### src/rtl/hazard_fwd_ctrl.sv
// ---------------------------------------------------------------------------
// hazard_fwd_ctrl
//
// Hazard and forwarding controller for the 5-stage MIPS pipeline.
//
// The block keeps its own copy of the EX-stage source registers (exRs/exRt
// plus their "actually read" flags). It compares them against the MEM and WB
// destinations to steer the two ALU operand multiplexors. It also detects
// two kinds of ID-stage hazard:
//   - load-use: the instruction in EX is a load whose destination the ID
//     instruction reads.
//   - mult/div: the ID instruction needs HI/LO or the MD unit while that unit
//     is busy, or while a mult/div is starting in EX this cycle.
// Either hazard freezes PC and IF/ID (oStall) and injects a bubble into ID/EX
// (oBubble). Both hazards at the same time produce a single stall.
//
// Ports
//   iClk          core clock, all state on the rising edge
//   iReset        synchronous reset, active high
//   iIdRs/iIdRt   ID-stage source register addresses
//   iIdUseRs/Rt   ID instruction really reads rs / rt
//   iIdMdUse      ID instruction is mfhi/mflo/mult/div
//   iExRd         EX-stage destination register
//   iExMemRead    EX instruction is a load
//   iExRegWrite   EX instruction writes the register file
//   iMemRd        MEM-stage destination register
//   iMemRegWrite  MEM instruction writes the register file
//   iWbRd         WB-stage destination register
//   iWbRegWrite   WB instruction writes the register file
//   iMdStart      one-cycle pulse, a mult/div in EX starts the MD unit
//   oSelA/oSelB   ALU operand select: 00 regfile, 01 EX/MEM, 10 MEM/WB
//   oStall        hold PC and the IF/ID register
//   oBubble       load NOP control into ID/EX
//   oMdBusy       mult/div unit busy
//   oMdDone       HI/LO write enable, high in the last busy cycle
// ---------------------------------------------------------------------------
module hazard_fwd_ctrl #(
    parameter int REG_ADDR_W = 5,
    parameter int MD_LATENCY = 32,
    parameter int CNT_W      = 6
) (
    input  logic                  iClk,
    input  logic                  iReset,
    input  logic [REG_ADDR_W-1:0] iIdRs,
    input  logic [REG_ADDR_W-1:0] iIdRt,
    input  logic                  iIdUseRs,
    input  logic                  iIdUseRt,
    input  logic                  iIdMdUse,
    input  logic [REG_ADDR_W-1:0] iExRd,
    input  logic                  iExMemRead,
    input  logic                  iExRegWrite,
    input  logic [REG_ADDR_W-1:0] iMemRd,
    input  logic                  iMemRegWrite,
    input  logic [REG_ADDR_W-1:0] iWbRd,
    input  logic                  iWbRegWrite,
    input  logic                  iMdStart,
    output logic [1:0]            oSelA,
    output logic [1:0]            oSelB,
    output logic                  oStall,
    output logic                  oBubble,
    output logic                  oMdBusy,
    output logic                  oMdDone
);

    localparam logic [CNT_W-1:0]      MD_LOAD  = CNT_W'(MD_LATENCY);
    localparam logic [CNT_W-1:0]      CNT_ONE  = CNT_W'(1);
    localparam logic [REG_ADDR_W-1:0] REG_ZERO = '0;

    localparam logic [1:0] SEL_REGFILE = 2'b00;
    localparam logic [1:0] SEL_EXMEM   = 2'b01;
    localparam logic [1:0] SEL_MEMWB   = 2'b10;

    // -----------------------------------------------------------------------
    // Mult/div sequencer state
    // -----------------------------------------------------------------------
    typedef enum logic [0:0] {
        RUN     = 1'b0,
        MD_BUSY = 1'b1
    } mdState_t;

    mdState_t         stateReg;
    mdState_t         stateNext;
    logic [CNT_W-1:0] cntReg;
    logic [CNT_W-1:0] cntNext;

    // High for exactly the first cycle after reset is released. Together with
    // iReset it forces every output quiet. This holds even if ID/EX inputs
    // already present a hazard pattern in that cycle.
    logic postResetReg;
    logic outputsBlocked;

    // EX-stage copies of the ID source operands
    logic [REG_ADDR_W-1:0] exRs;
    logic [REG_ADDR_W-1:0] exRt;
    logic                  exUseRs;
    logic                  exUseRt;

    logic mdBusyRaw;
    logic mdDoneRaw;
    logic luHaz;
    logic mdHaz;
    logic stallRaw;

    assign outputsBlocked = iReset | postResetReg;

    always_ff @(posedge iClk) begin
        if (iReset) begin
            stateReg     <= RUN;
            cntReg       <= '0;
            postResetReg <= 1'b1;
        end else begin
            stateReg     <= stateNext;
            cntReg       <= cntNext;
            postResetReg <= 1'b0;
        end
    end

    always_comb begin
        stateNext = stateReg;
        cntNext   = cntReg;
        case (stateReg)
            RUN: begin
                if (iMdStart) begin
                    cntNext   = MD_LOAD;
                    stateNext = MD_BUSY;
                end
            end
            MD_BUSY: begin
                if (iMdStart) begin
                    // A restart while busy only happens if stalling upstream is
                    // broken. Reloading keeps HI/LO timing tied to the newest
                    // start, and no error is raised.
                    cntNext = MD_LOAD;
                end else if (cntReg > CNT_ONE) begin
                    cntNext = cntReg - CNT_ONE;
                end else begin
                    // The cycle with cnt==1 is the HI/LO write cycle. The
                    // count then reaches zero and the unit is free again.
                    cntNext   = '0;
                    stateNext = RUN;
                end
            end
            default: begin
                cntNext   = '0;
                stateNext = RUN;
            end
        endcase
    end

    assign mdBusyRaw = (cntReg != '0);
    assign mdDoneRaw = (cntReg == CNT_ONE);

    // -----------------------------------------------------------------------
    // Hazard detection
    // -----------------------------------------------------------------------
    assign luHaz = iExMemRead & iExRegWrite & (iExRd != REG_ZERO) &
                   ((iIdUseRs & (iIdRs == iExRd)) |
                    (iIdUseRt & (iIdRt == iExRd)));

    // A start pulse counts as busy in its own cycle. Without this, an mfhi/mflo
    // directly behind the mult/div would slip into EX before the counter is
    // loaded.
    assign mdHaz = iIdMdUse & (mdBusyRaw | iMdStart);

    assign stallRaw = luHaz | mdHaz;

    assign oStall  = stallRaw & ~outputsBlocked;
    assign oBubble = stallRaw & ~outputsBlocked;
    assign oMdBusy = mdBusyRaw & ~iReset;
    assign oMdDone = mdDoneRaw & ~iReset;

    // -----------------------------------------------------------------------
    // EX source tracking. A stalled ID instruction stays in ID, so EX receives
    // a bubble. Clearing the use flags keeps the bubble from forwarding.
    // -----------------------------------------------------------------------
    always_ff @(posedge iClk) begin
        if (iReset) begin
            exRs    <= '0;
            exRt    <= '0;
            exUseRs <= 1'b0;
            exUseRt <= 1'b0;
        end else if (oStall) begin
            exRs    <= '0;
            exRt    <= '0;
            exUseRs <= 1'b0;
            exUseRt <= 1'b0;
        end else begin
            exRs    <= iIdRs;
            exRt    <= iIdRt;
            exUseRs <= iIdUseRs;
            exUseRt <= iIdUseRt;
        end
    end

    // -----------------------------------------------------------------------
    // Forwarding, one identical slice per ALU operand (0 = A/rs, 1 = B/rt).
    // MEM is checked first because it holds the younger result. $0 is
    // hard-wired to zero, so it never forwards.
    // -----------------------------------------------------------------------
    genvar gi;
    generate
        for (gi = 0; gi < 2; gi++) begin : gOperand
            logic [REG_ADDR_W-1:0] src;
            logic                  srcUsed;
            logic                  memHit;
            logic                  wbHit;
            logic [1:0]            sel;

            assign src     = (gi == 0) ? exRs : exRt;
            assign srcUsed = (gi == 0) ? exUseRs : exUseRt;

            assign memHit = srcUsed & iMemRegWrite & (iMemRd != REG_ZERO) &
                            (iMemRd == src);
            assign wbHit  = srcUsed & iWbRegWrite & (iWbRd != REG_ZERO) &
                            (iWbRd == src);

            always_comb begin
                sel = SEL_REGFILE;
                if (memHit) begin
                    sel = SEL_EXMEM;
                end else if (wbHit) begin
                    sel = SEL_MEMWB;
                end
            end
        end
    endgenerate

    assign oSelA = outputsBlocked ? SEL_REGFILE : gOperand[0].sel;
    assign oSelB = outputsBlocked ? SEL_REGFILE : gOperand[1].sel;

endmodule

### config.mk
export PLATFORM = sky130hd
export DESIGN_NAME = hazard_fwd_ctrl
export DESIGN_NICKNAME = d
export VERILOG_FILES = /design/src/rtl/hazard_fwd_ctrl.sv
export SDC_FILE = /design/constraint.sdc
export NUM_CORES = 1
export LEC_CHECK = 0
export BUFFER_PORTS_ARGS = -buffer_cell sky130_fd_sc_hd__buf_2
export CORE_ASPECT_RATIO = 0.8
export CORE_MARGIN = 3
export CORE_UTILIZATION = 48
export CTS_BUF_LIST = sky130_fd_sc_hd__clkbuf_2
export CTS_CLUSTER_DIAMETER = 150
export DETAILED_ROUTE_END_ITERATION = 8
export PLACE_DENSITY = 0.88
export SYNTH_ARGS = -nofsm -noshare
export SYNTH_HDL_FRONTEND = slang
export SYNTH_SLANG_ARGS = --single-unit
### constraint.sdc
create_clock -name iClk -period 1.8 [get_ports iClk]
set_clock_uncertainty 0.05 [all_clocks]
set_input_delay 0.18 -clock iClk [delete_from_list [all_inputs] [get_ports iClk]]
set_output_delay 0.18 -clock iClk [all_outputs]
set_load 0.02 [all_outputs]
### Word level (Yosys, flattened, before mapping)

Index checks and enable logic that the tools add are counted.

* register bits after elaboration: 20
* bits in latches: 0
* bits in writable memories: 0
* memory bits (read-only): 0
* bits of input ports: 35
* output and inout bits: 8
* word-level logic and storage cells: 65
* memories kept: 0

* add/sub/neg operators: 1
* multipliers: 0
* div/mod/pow operators: 0
* $lt $le $gt $ge: 1
* equal/unequal tests: 8
* shift-type cells: 0
* multiplexer cells: 15
* bitwise operators: 28
* reduce and logical (&&, ||, !) cells: 5

Operators by type and width (count)
* == test 5 bit: 6
* bitwise AND 1 bit: 21
* two-way mux 6 bit: 3
* nonzero test 5 bit: 3
* two-way mux 2 bit: 6
* case mux 6 bit (2 select lines): 1
* == test 6 x 1 -> 1 bit (second input constant): 1
* greater-than comparator 6 x 1 -> 1 bit (second input constant): 1
* nonzero test 6 bit: 1
* subtractor 6 x 1 -> 6 bit (second input constant): 1
* two-way mux 1 bit: 4
* OR 1 bit: 4
* inverter 1 bit: 3
* != test 2 bit (second input constant): 1
* case mux 1 bit (2 select lines): 1
* OR reduction 2 bit: 1

### Logic depth before layout (Yosys ltp)

* depth in word-level cells: 7
* mapped depth: 7
* mapped depth without buffers: 6

### Worst setup path before layout

OpenSTA, ideal clock, no wires.

* path type: reg2out
* start point: register cntReg[5]
* end point: output port oStall
* arrival time: 1654 ps
* slack: -84 ps
* cell stages (with the launch flop): 7
* cells stage by stage: dfxtp_1 -> or4_4 -> buf_6 -> o21ai_4 -> nor3_1 -> a21o_1 -> buf_4

* word-level cells in the longest chain between the ends: 5

Ends and longest elaborated chain
* start: declaration: RTL line 83 `logic [CNT_W-1:0] cntReg;`
* start signal: assignment: RTL line 113 `cntReg <= cntNext;`
* nonzero test 6 bit: RTL line 150 `assign mdBusyRaw = (cntReg != '0);`
* OR 1 bit: RTL line 163 `assign mdHaz = iIdMdUse & (mdBusyRaw | iMdStart);`
* bitwise AND 1 bit: RTL line 163
* OR 1 bit: RTL line 165 `assign stallRaw = luHaz | mdHaz;`
* bitwise AND 1 bit
* end: declaration: RTL line 59 `output logic oStall,`

Every way passes these cells.

### Worst setup path after layout

* start point: register cntReg[3]
* end point: output port oBubble

* word-level cells in the longest chain between the ends: 5

Ends and longest elaborated chain
* nonzero test 6 bit: RTL line 150
* OR 1 bit: RTL line 163
* bitwise AND 1 bit: RTL line 163
* OR 1 bit: RTL line 165
* bitwise AND 1 bit: RTL line 168 `assign oBubble = stallRaw & ~outputsBlocked;`
* end: declaration: RTL line 60 `output logic oBubble,`

Every way passes these cells.

==> reports/metrics.yaml <==
global_routing:
  grt_pass1_vias: 1216
  grt-ovfl-total: 0
  grt_pass1_wl_um: 5390
  antenna_found_initial: 0
  grt_max_degree: 25
  grt.total_usage_pct: 19.2
routing:
  drc: 0
  first_pass_iters: 4
  routed_wl_um: 3480
  via_per_inst: 5.41
  ant_nets: 0
  wl_per_cell_um: 13.6
  drt-initial-drc-count: 23
  vias: 1386
floorplan:
  initial_core_util_pct: 51.2
  die_h_um: 55.1
  ios: 43
  die_w_um: 67.4
  die_area_mm2: 0.00372
  rows: 17
  coreArea_mm2: 0.00283
synthesis:
  synth_area_leaders: "dfxtp_1, xnor2_1, a32oi_1"
  synth-seq-area-share_pct: 27.7
  syn_inst: 175
  synth_area_leader_cell: "dfxtp_1"
  avgSynthCellArea_um2: 8.27
  netlist_area_mm2: 0.00145
  yosys.area.top_type_share_pct: 27.7
  syn_nets: 212
  synthDistinctLibCells: 37
  ys_seq_elements: 20
  yosys_warnings: 0
worst_setup_path:
  reg2reg_depth: 5
  critPathMaxStageDelay_ns: 0.58
  crit_path_cell_trace: "or4_4 > o21ai_4 > nor3_2 > a21o_1 > buf_2"
  crit_cells: 5
  crit_family: "simple AND/OR/NAND/NOR gates"
  cp_data_arrival_time_ns: 1.78
  critPathBufInv: 1
  cp-end-kind: "output port"
  start_kind: "register"
  crit_required_ns: 1.57
  critical-path-slowest-cell: "or4_4"
  crit_fanout: 5
  critical_path_class: "register to output port"
clocking:
  clk_pin_slew_ns: 0.18
  cts_root_buf: "clkbuf_2"
  clock_latency_ns: 0.30
  cts_tree: "done"
  clk_path_buf_depth: 2
  cts_sinks: 20
  numCtsBuffers: 3
  cts_htree_levels: 1
  ctsHoldBuffers: 0
sta:
  setup-violations-final: 3
  relSlewSlack_pct: 49.0
  setup_ws_ns: -0.209
  finalCritPeriodShare_pct: 112
  rsz0062_at_grt: "yes"
  fin_crit_ns: 2.01
  tightest_slew_ns: 0.764
  hold_viol_final: 0
  tns_ns: -0.474
  fmax_mhz: 498
  finalMaxSlewViolations: 0
  worst_hold_slack_ns: 0.0836
layout:
  final-seq-area_um2: 415
  syn_to_final_growth_pct: 22.6
  utilization_pct: 62.7
  multi_input_area_mm2: 0.00101
  layout-drive-gt1-share_pct: 36.2
  nFillCells: 258
  layout.nets: 257
  fin_cells: 256
  n_antenna_cell: 0
hold_path:
  hp-class: "input port to register"
  holdPathStages: 2
outcome:
  violations: "setup timing"
  status: "finished with violations"
power_and_ir_drop:
  p_per_area_mw_per_mm2: 583
  power.leakage_uw: 0.000710
  vdd_drop_max_mv: 0.319
placed_design:
  dp_slack_ns: 0.0215
  portBuffers: 42
  detailed_place_hpwl_um: 2690
  dp_cells: 250
  routabilityCongestion: 0.810
flow_run:
  maxCapViolCount: 0
## kinds of logic (layout without fill, tap and decap cells)
kind of cell,after synthesis,in the layout,share of synthesized area (%)
xor gates and xnor gates,30,30,18.2
adders and majority gates,2,2,1.73
muxes,2,2,1.56
DFF,20,20,27.7
and+or+nand+nor,70,70,27.0
buffers and inverters,13,56,5.53
AOI/OAI and AO/OA,38,38,18.4
## worst register-to-register path, stage by stage (launching register included)
cell     delay, ns
dfxtp_2       0.36
or4_4         0.58
o21ai_4       0.17
buf_4         0.27
a32oi_1       0.13
o21ai_1       0.14
## state kept, by name, summed over array words and instances (netlist names)
name	cells
exUseRs	1
cntReg	6
exRt	5
stateReg	1
exUseRt	1
exRs	5
postResetReg	1
## cells in the mapped netlist
| cell | number |
|---|---|
| buf_4 | 2 |
| and2_1 | 2 |
| ha_1 | 2 |
| nor3b_1 | 1 |
| a211oi_1 | 2 |
| inv_1 | 4 |
| xnor2_1 | 22 |
| a21oi_1 | 2 |
| or4_4 | 1 |
| or4_1 | 3 |
| and2b_1 | 11 |
| a21o_1 | 1 |
| buf_2 | 1 |
| nor2b_1 | 2 |
| o21ai_0 | 3 |
| nand2_1 | 20 |
| a32oi_1 | 12 |
| o22ai_1 | 1 |
| nor2_1 | 4 |
| nand2b_1 | 2 |
| a31oi_1 | 2 |
| or3b_2 | 1 |
| o21ai_2 | 1 |
| nand4_1 | 4 |
| nor4b_1 | 1 |
| o21ai_4 | 1 |
| xor2_1 | 8 |
| dfxtp_1 | 20 |
| mux2_2 | 2 |
| nand3_1 | 2 |
| or3_1 | 3 |
| o211ai_1 | 2 |
| o21ai_1 | 11 |
| clkbuf_1 | 3 |
| nor3_1 | 11 |
| buf_6 | 3 |
| nor4_1 | 2 |
## final timing paths
check	from	end	slack, ns
max	cntReg[3]	oBubble	-0.21
min	iMdStart	cntReg[4]	0.08
max reg2reg	cntReg[3]	exRt[4]	0.02
min reg2reg	cntReg[4]	cntReg[4]	0.45
## per-layer routing
layer / vias to the layer above / global-route usage [%] / part of all wire [%]
met5: - / 0 / 0
met4: 0 / 6.06 / 0.98
met3: 4 / 1.41 / 4.6
met2: 44 / 33.3 / 47
met1: 615 / 25.6 / 47
li1: 723 / - / -
## cell type report
cell class	instances	area share [%]
multi-input cells	142	57.1
flip-flops and latches	20	23.4
repair buffers	49	15.1
well taps	38	2.68
clock buffers	3	0.846
inverters	4	0.846
## power by group
group	total [uW]	leakage, uW	internal (uW)	switching [uW]
clock	162	0.0000125	45.5	117
sequential	523	0.000170	488	34.5
combinational	349	0.000528	167	182
total	1030	0.000710	701	333
## timing repair
action,CTS,global route
setup endpoints to repair,4,17
resized for setup,4,21
buffers inserted,3,2
pin swaps,1,4
## cells in the final DEF, fill, tap and decap left out, types with 4 or more instances in the layout
| master | n |
|---|---|
| xnor2_1 | 22 |
| xor2_1 | 8 |
| inv_1 | 4 |
| nor3_2 | 4 |
| dfxtp_2 | 12 |
| dfxtp_1 | 8 |
| nor3_1 | 7 |
| o21ai_1 | 12 |
| nand4_1 | 4 |
| nand2_1 | 20 |
| buf_4 | 9 |
| a32oi_1 | 12 |
| buf_2 | 40 |
| and2b_1 | 11 |
## per-stage QoR
step | instance area (um^2) | total power, uW
3_3_place_gp | 1670 | 842
3_5_place_dp | 1670 | 853
2_1_floorplan | 1450 | 756
5_1_grt | 1770 | 1110
6_report | 1770 | 1030
4_1_cts | 1720 | 1020
Note: power is estimated with default switching activity, not from simulation.
